### config.mk
export PLATFORM = sky130hd
export DESIGN_NAME = l2_cfi_instr_responder
export DESIGN_NICKNAME = d
export VERILOG_FILES = /design/src/rtl/l2_cfi_resp_pkg.sv /design/src/rtl/l2_cfi_stall_lfsr.sv /design/src/rtl/l2_cfi_instr_responder.sv
export SDC_FILE = /design/constraint.sdc
export NUM_CORES = 1
export LEC_CHECK = 0
export BUFFER_PORTS_ARGS = -buffer_cell sky130_fd_sc_hd__buf_4
export CORE_UTILIZATION = 31
export DETAILED_ROUTE_END_ITERATION = 7
export PLACE_DENSITY = 0.81
export SETUP_SLACK_MARGIN = 0.15
export SLEW_MARGIN = 15
export SYNTH_ARGS = -nofsm -noshare
export SYNTH_HDL_FRONTEND = slang
export SYNTH_HIERARCHICAL = 1
export SYNTH_SLANG_ARGS = --single-unit
### constraint.sdc
create_clock -name clk_i -period 1.8 [get_ports clk_i]
set_input_delay 0.09 -clock clk_i [delete_from_list [all_inputs] [get_ports clk_i]]
set_output_delay 0.09 -clock clk_i [all_outputs]
set_load 0.02 [all_outputs]
### src/rtl/l2_cfi_resp_pkg.sv
// Shared types and constants for the L2 CFI instruction responder.
package l2_cfi_resp_pkg;

    typedef struct packed {
        logic valid;
        logic err;
    } resp_stage_t;

    localparam logic [7:0]  LFSR_SEED = 8'hA5;
    localparam logic [7:0]  LFSR_TAPS = 8'hB8;
    localparam logic [1:0]  MAX_STALL = 2'd3;
    localparam int unsigned ERR_CNT_W = 16;

    // Fibonacci feedback bit for x^8+x^6+x^5+x^4+1 (shift-left form).
    function automatic logic lfsr_feedback(input logic [7:0] state);
        return ^(state & LFSR_TAPS);
    endfunction

endpackage

### src/rtl/l2_cfi_stall_lfsr.sv
// Pseudo-random grant stall source. Denials are capped at MAX_STALL in a row
// so a persistent requester always makes progress.
module l2_cfi_stall_lfsr
    import l2_cfi_resp_pkg::*;
(
    input  logic clk_i,
    input  logic rst_i,
    input  logic req_i,
    output logic stall_o
);

    logic [7:0] lfsr;
    logic [1:0] stall_cnt;

    assign stall_o = (lfsr[1:0] == 2'b00) && (stall_cnt < MAX_STALL);

    always_ff @(posedge clk_i or posedge rst_i) begin
        if (rst_i) begin
            lfsr      <= LFSR_SEED;
            stall_cnt <= '0;
        end else begin
            lfsr <= {lfsr[6:0], lfsr_feedback(lfsr)};
            if (req_i && stall_o) stall_cnt <= stall_cnt + 2'd1;
            else                  stall_cnt <= '0;
        end
    end

endmodule

### src/rtl/l2_cfi_instr_responder.sv
// Read-only TCDM instruction responder in front of one fixed-latency L2 SRAM.
// Define L2_RESP_STALL_EN to enable pseudo-random grant stalls.
module l2_cfi_instr_responder
    import l2_cfi_resp_pkg::*;
#(
    parameter int unsigned CFI_INSTR_WIDTH = 32,
    parameter int unsigned MEM_ADDR_WIDTH  = 14,
    parameter logic [31:0] BASE_ADDR       = 32'h1C00_0000,
    parameter int unsigned MEM_LATENCY     = 1
) (
    input  logic                       clk_i,
    input  logic                       rst_i,
    input  logic                       req_i,
    input  logic [31:0]                add_i,
    input  logic                       wen_i,
    input  logic [31:0]                wdata_i,
    input  logic [3:0]                 be_i,
    output logic                       gnt_o,
    output logic                       r_valid_o,
    output logic [CFI_INSTR_WIDTH-1:0] r_rdata_o,
    output logic                       r_opc_o,
    output logic                       mem_req_o,
    output logic [MEM_ADDR_WIDTH-1:0]  mem_addr_o,
    input  logic [CFI_INSTR_WIDTH-1:0] mem_rdata_i,
    output logic [15:0]                err_cnt_o
);

    if (MEM_LATENCY < 1 || MEM_LATENCY > 4) begin : g_bad_latency
        $error("l2_cfi_instr_responder: MEM_LATENCY must be in 1..4");
    end

    logic stall;
`ifdef L2_RESP_STALL_EN
    l2_cfi_stall_lfsr u_stall (
        .clk_i   (clk_i),
        .rst_i   (rst_i),
        .req_i   (req_i),
        .stall_o (stall)
    );
`else
    assign stall = 1'b0;
`endif

    assign gnt_o = req_i & ~stall & ~rst_i;

    // 33-bit compare so BASE_ADDR near the top of the map cannot wrap the bound.
    logic [32:0] add_ext, base_ext, limit_ext;
    logic        in_range, ok;
    logic [31:0] offset;

    assign add_ext   = {1'b0, add_i};
    assign base_ext  = {1'b0, BASE_ADDR};
    assign limit_ext = base_ext + (33'd4 << MEM_ADDR_WIDTH);
    assign in_range  = (add_ext >= base_ext) && (add_ext < limit_ext);
    assign ok        = in_range & wen_i;
    assign offset    = add_i - BASE_ADDR;

    assign mem_req_o  = gnt_o & ok;
    assign mem_addr_o = mem_req_o ? offset[MEM_ADDR_WIDTH+1:2] : '0;

    logic unused_inputs;
    assign unused_inputs = ^{wdata_i, be_i, offset[31:MEM_ADDR_WIDTH+2], offset[1:0]};

    resp_stage_t pipe [MEM_LATENCY];
    resp_stage_t resp;

    always_ff @(posedge clk_i or posedge rst_i) begin
        if (rst_i) begin
            for (int unsigned i = 0; i < MEM_LATENCY; i++) pipe[i] <= '0;
        end else begin
            pipe[0] <= '{valid: gnt_o, err: gnt_o & ~ok};
            for (int unsigned i = 1; i < MEM_LATENCY; i++) pipe[i] <= pipe[i-1];
        end
    end

    assign resp      = pipe[MEM_LATENCY-1];
    assign r_valid_o = resp.valid;
    assign r_opc_o   = resp.valid & resp.err;
    assign r_rdata_o = (resp.valid & ~resp.err) ? mem_rdata_i : '0;

    logic [ERR_CNT_W-1:0] err_cnt;

    always_ff @(posedge clk_i or posedge rst_i) begin
        if (rst_i)                          err_cnt <= '0;
        else if (r_opc_o && err_cnt != '1)  err_cnt <= err_cnt + ERR_CNT_W'(1);
    end

    assign err_cnt_o = err_cnt;

endmodule

Word-level counts from Yosys, hierarchy flattened. Index checks and enable logic that the tools add are counted. W data, S select, Z words.

Bits in registers: 18. Input bits: 104.

Add/sub/neg operators: 2. Order comparisons: 2. Equality and inequality tests: 1. Muxes and demuxes: 2. Bitwise logic cells: 9. Reduce and logical (&&, ||, !) cells: 2.

Operator list (count): $ge A32 B29 Y1 const B (1); $lt A32 B29 Y1 const B (1); $mux W32 (1); $add A16 B1 Y16 const B (1); $ne A16 B16 Y1 const B (1); $sub A16 B1 Y16 const B (1); $mux W14 (1); $and A1 B1 Y1 (6); $not A1 Y1 (3); $logic_and A1 B1 Y1 (2).

Depth between registers and ports, before layout. Gate-level depths: netlist (run 1).

Word-level depth: 5. Mapped depth: 5.

Worst setup path after synthesis (run 1). OpenSTA, ideal clock, no wires.

Path kind: flip-flop to flip-flop. Start: reg err_cnt[0] (netlist: err_cnt_o[0]). End: reg err_cnt[1] (netlist: err_cnt_o[1]). Setup time: 125 ps. Arrival: 1538 ps. Setup slack: 137 ps. Cell stages (with the launch flop): 6. Period minus slack after synthesis: 1663 ps. Cells stage by stage: dfrtp_1 ha_1 nand4_1 nor4_2 nor2_1 mux2_2.

Word-level cells in the longest chain between the ends: 2.

RTL lines: start, declared (RTL line l2_cfi_instr_responder.sv:81) `logic [ERR_CNT_W-1:0] err_cnt;`; start signal, assigned (RTL line l2_cfi_instr_responder.sv:85) `else if (r_opc_o && err_cnt != '1) err_cnt <= err_cnt + ERR_CNT_W'(1);`; branches (longest 2 deep; another with $add A16 B1 Y16).

Parallel ways; which one is timed is not known. A chain may end at the register's enable or synchronous reset.

Worst setup path after layout (run 1).
Start: reg err_cnt[1] (netlist: err_cnt_o[1]). End: reg err_cnt[15] (netlist: err_cnt_o[15]).

The elaborated chain is that of the path after synthesis.

==> summary.md, run 1 <==
| Metric | Value |
|---|---|
| Status | finished, final reports clean |
| Final Setup Violations | 0 |
| CP endpoint kind | flip-flop |
| GP Congestion | 0.792 |
| Actual transition at the worst max-transition pin | approximately 470 ps |
| Fmax | 624 MHz |
| Initial Utilization | between 30 and 40% |
| Max VDD drop | about 0.00023 V |
| Overflow left after global routing | 0 |
| Async SR Flop Fraction | 100% |
| Seq/Total Area, Yosys | a little over a third |
| Initial DRT Pass Iterations | 4 |
| Share of layout cells above drive strength 1 | a little under three fifths |
| Pin count of the biggest net entering global routing | 33 |
| Synth Register Bits | 18 |
| Final net count | 386 |
| Die H | around 66 um |
| Post-synth EDFFs | 0 |
| Leak | between 1 and 1.5 nW |
| Total wire length | 4160 um |
| Primary FF master, synth | dfrtp_1 |
| Avg Vias per Cell | approximately 4.6 |
| Switching Fraction | 31.1% |
| Core area | ~3800 sq um |
| Placement row count | 22 |
| Initial antenna violation count | 0 |
| Net count after synthesis | around 240 |
| Switch Pwr | about 0.42 mW |
| # DRC | 0 |
| Fin crit period | around 1600 ps |
| Tightest Hold Check Type | in -> reg |
| Clock power share | 24.2% |
| Required @ worst endpoint | a little under 2000 ps |
| Slew Viols, Final | 0 |
| PwrDens | around 550 nW/um^2 |
| Final hold viol count | 0 |
| Number of synthesis warnings | 6 |
| WL met1 | ~1500 um |
| Slew headroom | about two thirds |
| Synthesized area per cell | approximately 9.0 sq um |
| CTS tree | yes |
| Layout Utilization | about two thirds |
| Area growth syn-to-layout | 96.9% |
| Gate power share | 38.6% |
| Number of I/O port buffers | between 100 and 150 |
| Post-Route Setup TNS | 0 ps |
| CTS Buf Count | 3 |
| Gate Count Post-Synth | between 100 and 150 |
| RSZ-0062 raised after global routing | false |
| Power Total | 1.35 mW |
| Die Area | between 4000 and 5000 sq um |
| Maxcap violations | 0 |
| Clock Skews | roughly 5 ps |
| CTS Sinks | 18 |
| Met2 wire len | about 2200 um |
| DP HPWL | between 3000 and 4000 um |
| Crit path kind | reg -> reg |
| Vias | approximately 1.5k |
| CP Max Fanout | 5 |
| Critical Path Source Type | flip-flop |
| GR Util All Layers | between 10% and 20% |
| Clock transition at the registers of the reported paths | roughly 60 ps |
| Internal power | 0.932 mW |
| Final period util | between 80% and 90% |
| Filler instances | approximately 350 |
| Post-route ant nets | 0 |
| Met3 wire length | approximately 330 um |
| Yosys cell types | 31 |
| Highest Signal Layer | met4 |
| DR WL/cell | 12.7 um |
| Skew-Pair Late Insertion Delay | 250 ps |
| Diodes inserted | 0 |
| IO Count | 170 |
| Final hold slack | about 100 ps |
| H-tree depth | 1 |
| CTS max path bufs | 2 |
| Netlist Area Pre-Place | between 1000 and 1500 sq um |
| Die width | 65.6 um |
| Worst Path Arrival | approximately 1700 ps |
| CTS root buffer | clkbuf_8 |
| First-pass GRT wire length | 6070 um |
| Sequential power share | between 30% and 40% |
| Drt initial violations | 63 |
| Vias in the first global route | around 1.5k |
[layout by cell type, fill, tap and decap left out]
cell type and count:
o311ai_0 2, or3_4 1, nand4_4 1, dfrtp_1 15
nand3_1 6, nand3_2 1, buf_4 140, ha_4 1
o2111ai_1 1, xor2_1 11, nor2_1 6, nand2_2 1
nor3b_1 1, nand4b_1 1, nor4b_1 1, and4_1 1
dfrtp_2 3, mux2_2 1, nand2_1 7, nor4_4 3
nand4_1 3, a211oi_1 1, a21oi_1 1, and2_1 46
nor2b_1 1, xnor2_1 4, buf_6 1, dlygate4sd3_1 1
nor4_1 1, and3_1 1, inv_1 3, nor3_4 1
clkbuf_8 4, a21boi_0 1, nor3_1 7
[worst paths after layout]
path	start	to	slack, ps	depth (start not counted)
min in group asynchronous	rst_i	err_cnt_o[3]$_DFFE_PP0P_	410	4
setup / recovery	err_cnt_o[1]$_DFFE_PP0P_	err_cnt_o[15]$_DFFE_PP0P_	200	6
hold reg to reg	err_cnt_o[4]$_DFFE_PP0P_	err_cnt_o[4]$_DFFE_PP0P_	530	1
setup reg to reg	err_cnt_o[1]$_DFFE_PP0P_	err_cnt_o[15]$_DFFE_PP0P_	200	6
hold / removal	req_i	r_valid_o$_DFF_PP0_	100	3
max in group asynchronous	rst_i	err_cnt_o[1]$_DFFE_PP0P_	1180	4
[Yosys cell counts, types with 2 or more instances]
master,count,area share (%)
xnor2_1,4,2.8
and2_1,46,23
o311ai_0,2,1.4
nand2_1,8,2.4
nand4_1,3,1.5
xor2_1,11,7.7
inv_1,3,0.90
nor4_2,2,2.0
dfrtp_1,18,36
nor2_1,6,1.8
nor3_1,8,3.2
nand3_1,6,2.4
clkbuf_1,4,1.2
[worst max-delay path: stages, from the launching register on]
cell     delay [ps]
dfrtp_2         420
ha_4            180
nand2_2         100
nor4_4          360
buf_4           210
nor4_4           50
xor2_1          160
[cell families (layout without fill, tap and decap cells)]
group / count (synthesis) / count (layout) / synth area share [%]
flip-flops: 18 / 18 / 35.9
XOR/XNOR: 15 / 15 / 10.5
buffers and inverters: 8 / 149 / 2.49
AND/OR/NAND/NOR: 90 / 90 / 45.5
multiplexers: 1 / 1 / 0.898
adder cells (fa/ha/maj): 1 / 1 / 0.998
AO/OA/AOI/OAI: 6 / 6 / 3.69
[state kept, by name (all words and copies together) (netlist names)]
| name | cells |
|---|---|
| err_cnt_o | 16 |
| r_valid_o | 1 |
| pipe | 1 |
[through the flow]
stage | setup slack, ps | cells | area [sq um]
after floorplan | 165 | 139 | 1260
after CTS | 158 | 325 | 2410
after detailed placement | 74.3 | 320 | 2340
final | 198 | 328 | 2470
after global placement | 159 | 320 | 2340
after global routing | 129 | 328 | 2470
[cell type report]
type	count	area, sq um	area share, %
Timing Repair Buffer	142	1070	43.4
Multi-Input combinational cell	113	816	33.0
Sequential cell	18	454	18.4
Tap cell	48	60.1	2.43
Clock buffer	4	55.1	2.23
Inverter	3	11.3	0.456
[power groups by stage]
stage	Clock (mW)	Combinational, mW	Sequential [mW]
after global routing	0.358	0.565	0.509
final	0.327	0.522	0.503
after floorplan	0	0.135	0.563
after detailed placement	0	0.491	0.495
after CTS	0.334	0.494	0.487
after global placement	0	0.483	0.493
[routing by layer]
layer / track usage [%] / vias to the layer above
li1: - / 750
met4: 4.89 / 0
met2: 33.5 / 70
met1: 19.3 / 693
met5: 0 / -
met3: 5.21 / 6
[what timing repair did]
action                     in CTS  in global routing
resized for setup               2                  8
setup buffers                   0                  3
pin swaps                       1                  3
hold endpoints to repair       18                  0
hold buffers                    1                  0
setup endpoints to repair       5                 13
Note: power is estimated with default switching activity, not from simulation.
==> inputs of run 2 (changes only) <==
REMOVE_ABC_BUFFERS = 1   (was unset)
==> summary.md, run 2 (same netlist as run 1, synthesis figures left out) <==
| Metric | Value |
|---|---|
| Worst r2r src | err_cnt_o[4]$_DFFE_PP0P_ |
| Skew-Pair Late Insertion Delay | 260 ps (about the same) |
| CTS Buf Count | 3 (unchanged) |
| Slew headroom | 70.8% (+2.2 points) |
| Final period util | 88.1% (-0.89 points) |
| Post-Layout Inst Area | 2410 sq um (-2.3%) |
| Die width | 65.6 um (unchanged) |
| Most frequent cells in the layout | buf_4 (140), and2_1 (46), dfrtp_1 (17) |
| Max VDD drop | 0.000266 V (+16%) |
| Share of layout cells above drive strength 1 | 54.5% (-1.9 points) |
| First-pass GRT wire length | 5900 um (-2.7%) |
| Crit path kind | reg -> reg |
| Slew Viols, Final | 0 (unchanged) |
| Sequential Area | 452 sq um (-0.55%) |
| CTS Sinks | 18 (unchanged) |
| Hold depth | 3 (unchanged) |
| Final Setup Violations | 0 (unchanged) |
| Pin count of the biggest net entering global routing | 33 (unchanged) |
| Number of I/O port buffers | 131 (unchanged) |
| Die Area | 4300 sq um (unchanged) |
| Power Total | 1.33 mW (-1.6%) |
| WL met1 | 1630 um (+6.3%) |
| GR Util All Layers | 17.6% (-0.32 points) |
| Layout Utilization | 63.9% (-1.5 points) |
| HP Start | req_i |
| Initial DRT Pass Iterations | 4 (unchanged) |
| CTS max path bufs | 2 (unchanged) |
| Avg Vias per Cell | 4.59 (-0.88%) |
| Drt initial violations | 52 (-17%) |
| Clock transition at the registers of the reported paths | 70 ps (about the same) |
| R2R setup slack | 210 ps (+20 ps) |
| Met2 wire len | 2160 um (-3.7%) |
| Fmax | 630 MHz (+1.0%) |
| PwrDens | 552 nW/um^2 (+0.75%) |
| Final hold viol count | 0 (unchanged) |
| Max reg flops | 16 (unchanged) |
| Final Instance Count excl. Fillers | 327 (-0.30%) |
| Total wire length | 4040 um (-3.0%) |
| Most common cell after layout, fill and taps aside | buf_4 |
| Worst Path Arrival | 1720 ps (about the same) |
| Core area | 3770 sq um (unchanged) |
| Dpl ws | 182 ps (+108 ps) |
| Required @ worst endpoint | 1930 ps (about the same) |
| Critical path startpoint | err_cnt_o[4]$_DFFE_PP0P_ |
| Tightest Hold Check Type | in -> reg |
| Final net count | 385 (-0.26%) |
| Status | finished, final reports clean |
| DR WL/cell | 12.4 um (-2.7%) |
| Placement row count | 22 (unchanged) |
| # DRC | 0 (unchanged) |
| Post-Place Cells | 320 (unchanged) |
| RSZ-0062 raised after global routing | true |
| CTS root buffer | clkbuf_8 |
| Met3 wire length | 222 um (-32%) |
| Area growth syn-to-layout | 92.3% |
| Diodes inserted | 0 (unchanged) |
| DP HPWL | 3290 um (-3.2%) |
| Highest Signal Layer | met4 |
| Worst reg2reg path endpoint | err_cnt_o[8]$_DFFE_PP0P_ |
| Filler instances | 326 (-5.5%) |
| Fin crit period | 1590 ps (-16.0 ps) |
| Final setup margin | 214 ps (+16.0 ps) |
| Actual transition at the worst max-transition pin | 435 ps (-30.1 ps) |
| Multi-input gate area | 772 sq um (-5.4%) |
| Initial antenna violation count | 0 (unchanged) |
| IO Count | 170 (unchanged) |
| CP endpoint kind | flip-flop |
| Vias in the first global route | 1386 (-4.8%) |
| H-tree depth | 1 (unchanged) |
| CP Max Fanout | 5 (unchanged) |
| GP Congestion | 0.774 (-2.2%) |
| Die H | 65.6 um (unchanged) |
| Maxcap violations | 0 (unchanged) |
| Post-route ant nets | 0 (unchanged) |
| Critical Path Source Type | flip-flop |
| Leak | 1.34 nW (-2.7%) |
| Initial Utilization | 33.2% (unchanged) |
| Overflow left after global routing | 0 (unchanged) |
| CTS tree | yes |
| Worst reg-to-reg path cell count | 4 (-2) |
| Vias | 1501 (-1.2%) |
| Placed Area | 2330 sq um (-0.37%) |
| Clock Skews | 8.06 ps (+3.15 ps) |
| Min-Delay Endpoint | r_valid_o$_DFF_PP0_ |
-- run 2: worst max-delay path by stage --
stage,to,cells past startpoint
floorplan,mem_addr_o[0],4
global placement,err_cnt_o[8]$_DFFE_PP0P_,5
detailed placement,err_cnt_o[8]$_DFFE_PP0P_,5
global route,err_cnt_o[8]$_DFFE_PP0P_,4
finish,err_cnt_o[8]$_DFFE_PP0P_,4
CTS,err_cnt_o[8]$_DFFE_PP0P_,5
-- run 2: timing repair --
item	4_1_cts	5_1_grt
resized for setup	0	1
hold endpoints to repair	18	0
setup buffers	0	2
hold buffers	1	0
endpoints found under the setup margin	0	8
-- run 2: layer usage --
metal	global-route usage [%]	up-vias
li1	-	747
met1	21.2	681
met2	31.2	71
met3	3.65	2
met4	4.89	0
met5	0	-
-- run 2: power by group --
| part | internal, mW | switching [mW] |
|---|---|---|
| logic | 0.279 | 0.232 |
| registers | 0.448 | 0.0399 |
| clock network | 0.194 | 0.137 |
-- run 2: cell type report --
type / instances / area share (%)
clock buffers: 4 / 2.28
well taps: 48 / 2.49
repair buffers: 141 / 44.0
inverters: 3 / 0.467
flip-flops and latches: 18 / 18.7
multi-input cells: 113 / 32.0
-- run 2: metrics by stage --
stage / hold WS, ps / setup TNS, ps
floorplan: 36.9 / -3730
global placement: 148 / 0
detailed placement: 156 / 0
CTS: 122 / 0
global route: 145 / 0
finish: 113 / 0
-- run 2: critical path, cell delays in order (launching register included) --
cell,delay (ps)
dfrtp_1,460
nand4_4,170
nor3_1,420
o311ai_0,250
xnor2_1,170
==> inputs of run 3 (changes only) <==
PLACE_DENSITY = unset   (was 0.81)
PLACE_DENSITY_LB_ADDON = 0.08   (was unset)
==> summary.md, run 3 (same netlist as run 1, synthesis figures left out) <==
| Metric | Value |
|---|---|
| Status | finished, final reports clean |
| H-tree depth | 1 (unchanged) |
| Hold depth | 3 (unchanged) |
| Clock Skews | 2.14 ps (-5.91 ps) |
| Grt met1 use | 20.8% (-0.40 points) |
| Initial Utilization | 33.2% (unchanged) |
| Die H | 65.6 um (unchanged) |
| Avg Vias per Cell | 4.47 (-2.6%) |
| Actual transition at the worst max-transition pin | 451 ps (+15.8 ps) |
| Skew-Pair Late Insertion Delay | 250 ps (about the same) |
| Worst r2r src | err_cnt_o[0]$_DFFE_PP0P_ |
| RSZ-0062 raised after global routing | true |
| Overflow left after global routing | 0 (unchanged) |
| Worst reg2reg path endpoint | err_cnt_o[1]$_DFFE_PP0P_ |
| Critical Path Source Type | flip-flop |
| Min-Delay Endpoint | r_valid_o$_DFF_PP0_ |
| CTS Buf Count | 3 (unchanged) |
| DP HPWL | 3180 um (-3.3%) |
| Max reg flops | 16 (unchanged) |
| Post-route ant nets | 0 (unchanged) |
| Area growth syn-to-layout | 92.6% |
| CTS root buffer | clkbuf_8 |
| Most common cell after layout, fill and taps aside | buf_4 |
| Tightest Hold Check Type | in -> reg |
| GR Util All Layers | 18.2% (+0.62 points) |
| CP Max Fanout | 5 (unchanged) |
| Die Area | 4300 sq um (unchanged) |
| Post-Route Setup TNS | 0 ps (unchanged) |
| CTS Sinks | 18 (unchanged) |
| Most frequent cells in the layout | buf_4 (139), and2_1 (46), dfrtp_1 (16) |
| HP Start | req_i |
| Initial antenna violation count | 0 (unchanged) |
| Final Setup Violations | 0 (unchanged) |
| Final Instance Count excl. Fillers | 326 (-0.31%) |
| First-pass GRT wire length | 6100 um (+3.4%) |
| DR WL/cell | 12.0 um (-2.7%) |
| # DRC | 0 (unchanged) |
| Fin crit period | 1610 ps (+19.6 ps) |
| Met2 global-route usage | 33.9% (+2.7 points) |
| GRT Max-Usage Layer | met2 |
| IO Count | 170 (unchanged) |
| Placed Area | 2330 sq um (unchanged) |
| Worst Path Arrival | 1740 ps (+20 ps) |
| Number of I/O port buffers | 131 (unchanged) |
| Share of layout cells above drive strength 1 | 55.4% (+0.92 points) |
| CTS max path bufs | 2 (unchanged) |
| Required @ worst endpoint | 1940 ps (about the same) |
| R2R setup slack | 190 ps (-20 ps) |
| PwrDens | 537 nW/um^2 (-2.7%) |
| Final period util | 89.2% (+1.1 points) |
| Vias | 1457 (-2.9%) |
| Die width | 65.6 um (unchanged) |
| Leak | 1.33 nW (-0.49%) |
| M3 GR Usage | 4.69% (+1.0 points) |
| Initial DRT Pass Iterations | 4 (unchanged) |
| Final net count | 384 (-0.26%) |
| Post-Layout Inst Area | 2410 sq um (+0.16%) |
| Slew Viols, Final | 0 (unchanged) |
| Vias in the first global route | 1341 (-3.2%) |
| Pin count of the biggest net entering global routing | 33 (unchanged) |
| Diodes inserted | 0 (unchanged) |
| Clock transition at the registers of the reported paths | 60 ps (about the same) |
| Worst reg-to-reg path cell count | 6 (+2) |
| Maxcap violations | 0 (unchanged) |
| CTS tree | yes |
| Final hold viol count | 0 (unchanged) |
| Crit path kind | reg -> reg |
| Fmax | 623 MHz (-1.2%) |
| Slew headroom | 69.5% (-1.2 points) |
| Drt initial violations | 29 (-44%) |
| GP Congestion | 0.730 (-5.8%) |
| Max VDD drop | 0.000409 V (+54%) |
| Post-Place Cells | 320 (unchanged) |
| Core area | 3770 sq um (unchanged) |
| Placement row count | 22 (unchanged) |
| Total wire length | 3920 um (-3.0%) |
| CP endpoint kind | flip-flop |
-- run 3: through the flow --
step                total power [mW]  util, %  hold slack [ps]  setup slack [ps]
finish                          1.30     64.0              104               194
global route                    1.37     64.0              132               108
CTS                             1.31     63.6              101               194
detailed placement             0.983     61.8              168               154
global placement               0.976     61.8              162               147
floorplan                      0.696        -             36.9              -266
-- run 3: worst max path at each step --
stage / slack, ps / end / start / depth (start not counted)
2_1_floorplan: -270 / mem_addr_o[0] / rst_i / 4
5_1_grt: 110 / err_cnt_o[5]$_DFFE_PP0P_ / err_cnt_o[1]$_DFFE_PP0P_ / 6
3_3_place_gp: 150 / err_cnt_o[10]$_DFFE_PP0P_ / err_cnt_o[0]$_DFFE_PP0P_ / 5
4_1_cts: 190 / err_cnt_o[1]$_DFFE_PP0P_ / err_cnt_o[0]$_DFFE_PP0P_ / 6
3_5_place_dp: 150 / err_cnt_o[10]$_DFFE_PP0P_ / err_cnt_o[0]$_DFFE_PP0P_ / 5
6_report: 190 / err_cnt_o[1]$_DFFE_PP0P_ / err_cnt_o[0]$_DFFE_PP0P_ / 6
-- run 3: metal layers --
layer | up-vias | part of all wire [%]
met5 | - | 0
met4 | 0 | 0.69
met3 | 4 | 7.7
met2 | 71 | 52
met1 | 637 | 40
li1 | 745 | -
-- run 3: repair_timing --
action / CTS / global route
endpoints found under the setup margin: 2 / 11
hold endpoints to repair: 18 / 0
buffers inserted: 0 / 1
hold buffers: 1 / 0
pin swaps: 0 / 1
gates resized for setup: 1 / 3
-- run 3: power by group --
group          internal [mW]  total [mW]  switching (mW)
combinational          0.259       0.475           0.216
clock                  0.194       0.322           0.128
sequential             0.449       0.500          0.0504
total                  0.902        1.30           0.395
-- run 3: area by class of cell --
cell class	instances	area [sq um]
Fill cell	346	1360
Timing Repair Buffer	140	1050
Multi-Input combinational cell	113	782
Sequential cell	18	453
Tap cell	48	60.1
Clock buffer	4	55.1
Inverter	3	11.3
-- run 3: critical path, cell delays in order, from the launching register on --
cell     delay [ps]
dfrtp_2         440
ha_1            220
buf_4           140
nand4_1         100
nor4_2           60
nor2_1          170
mux2_2          360
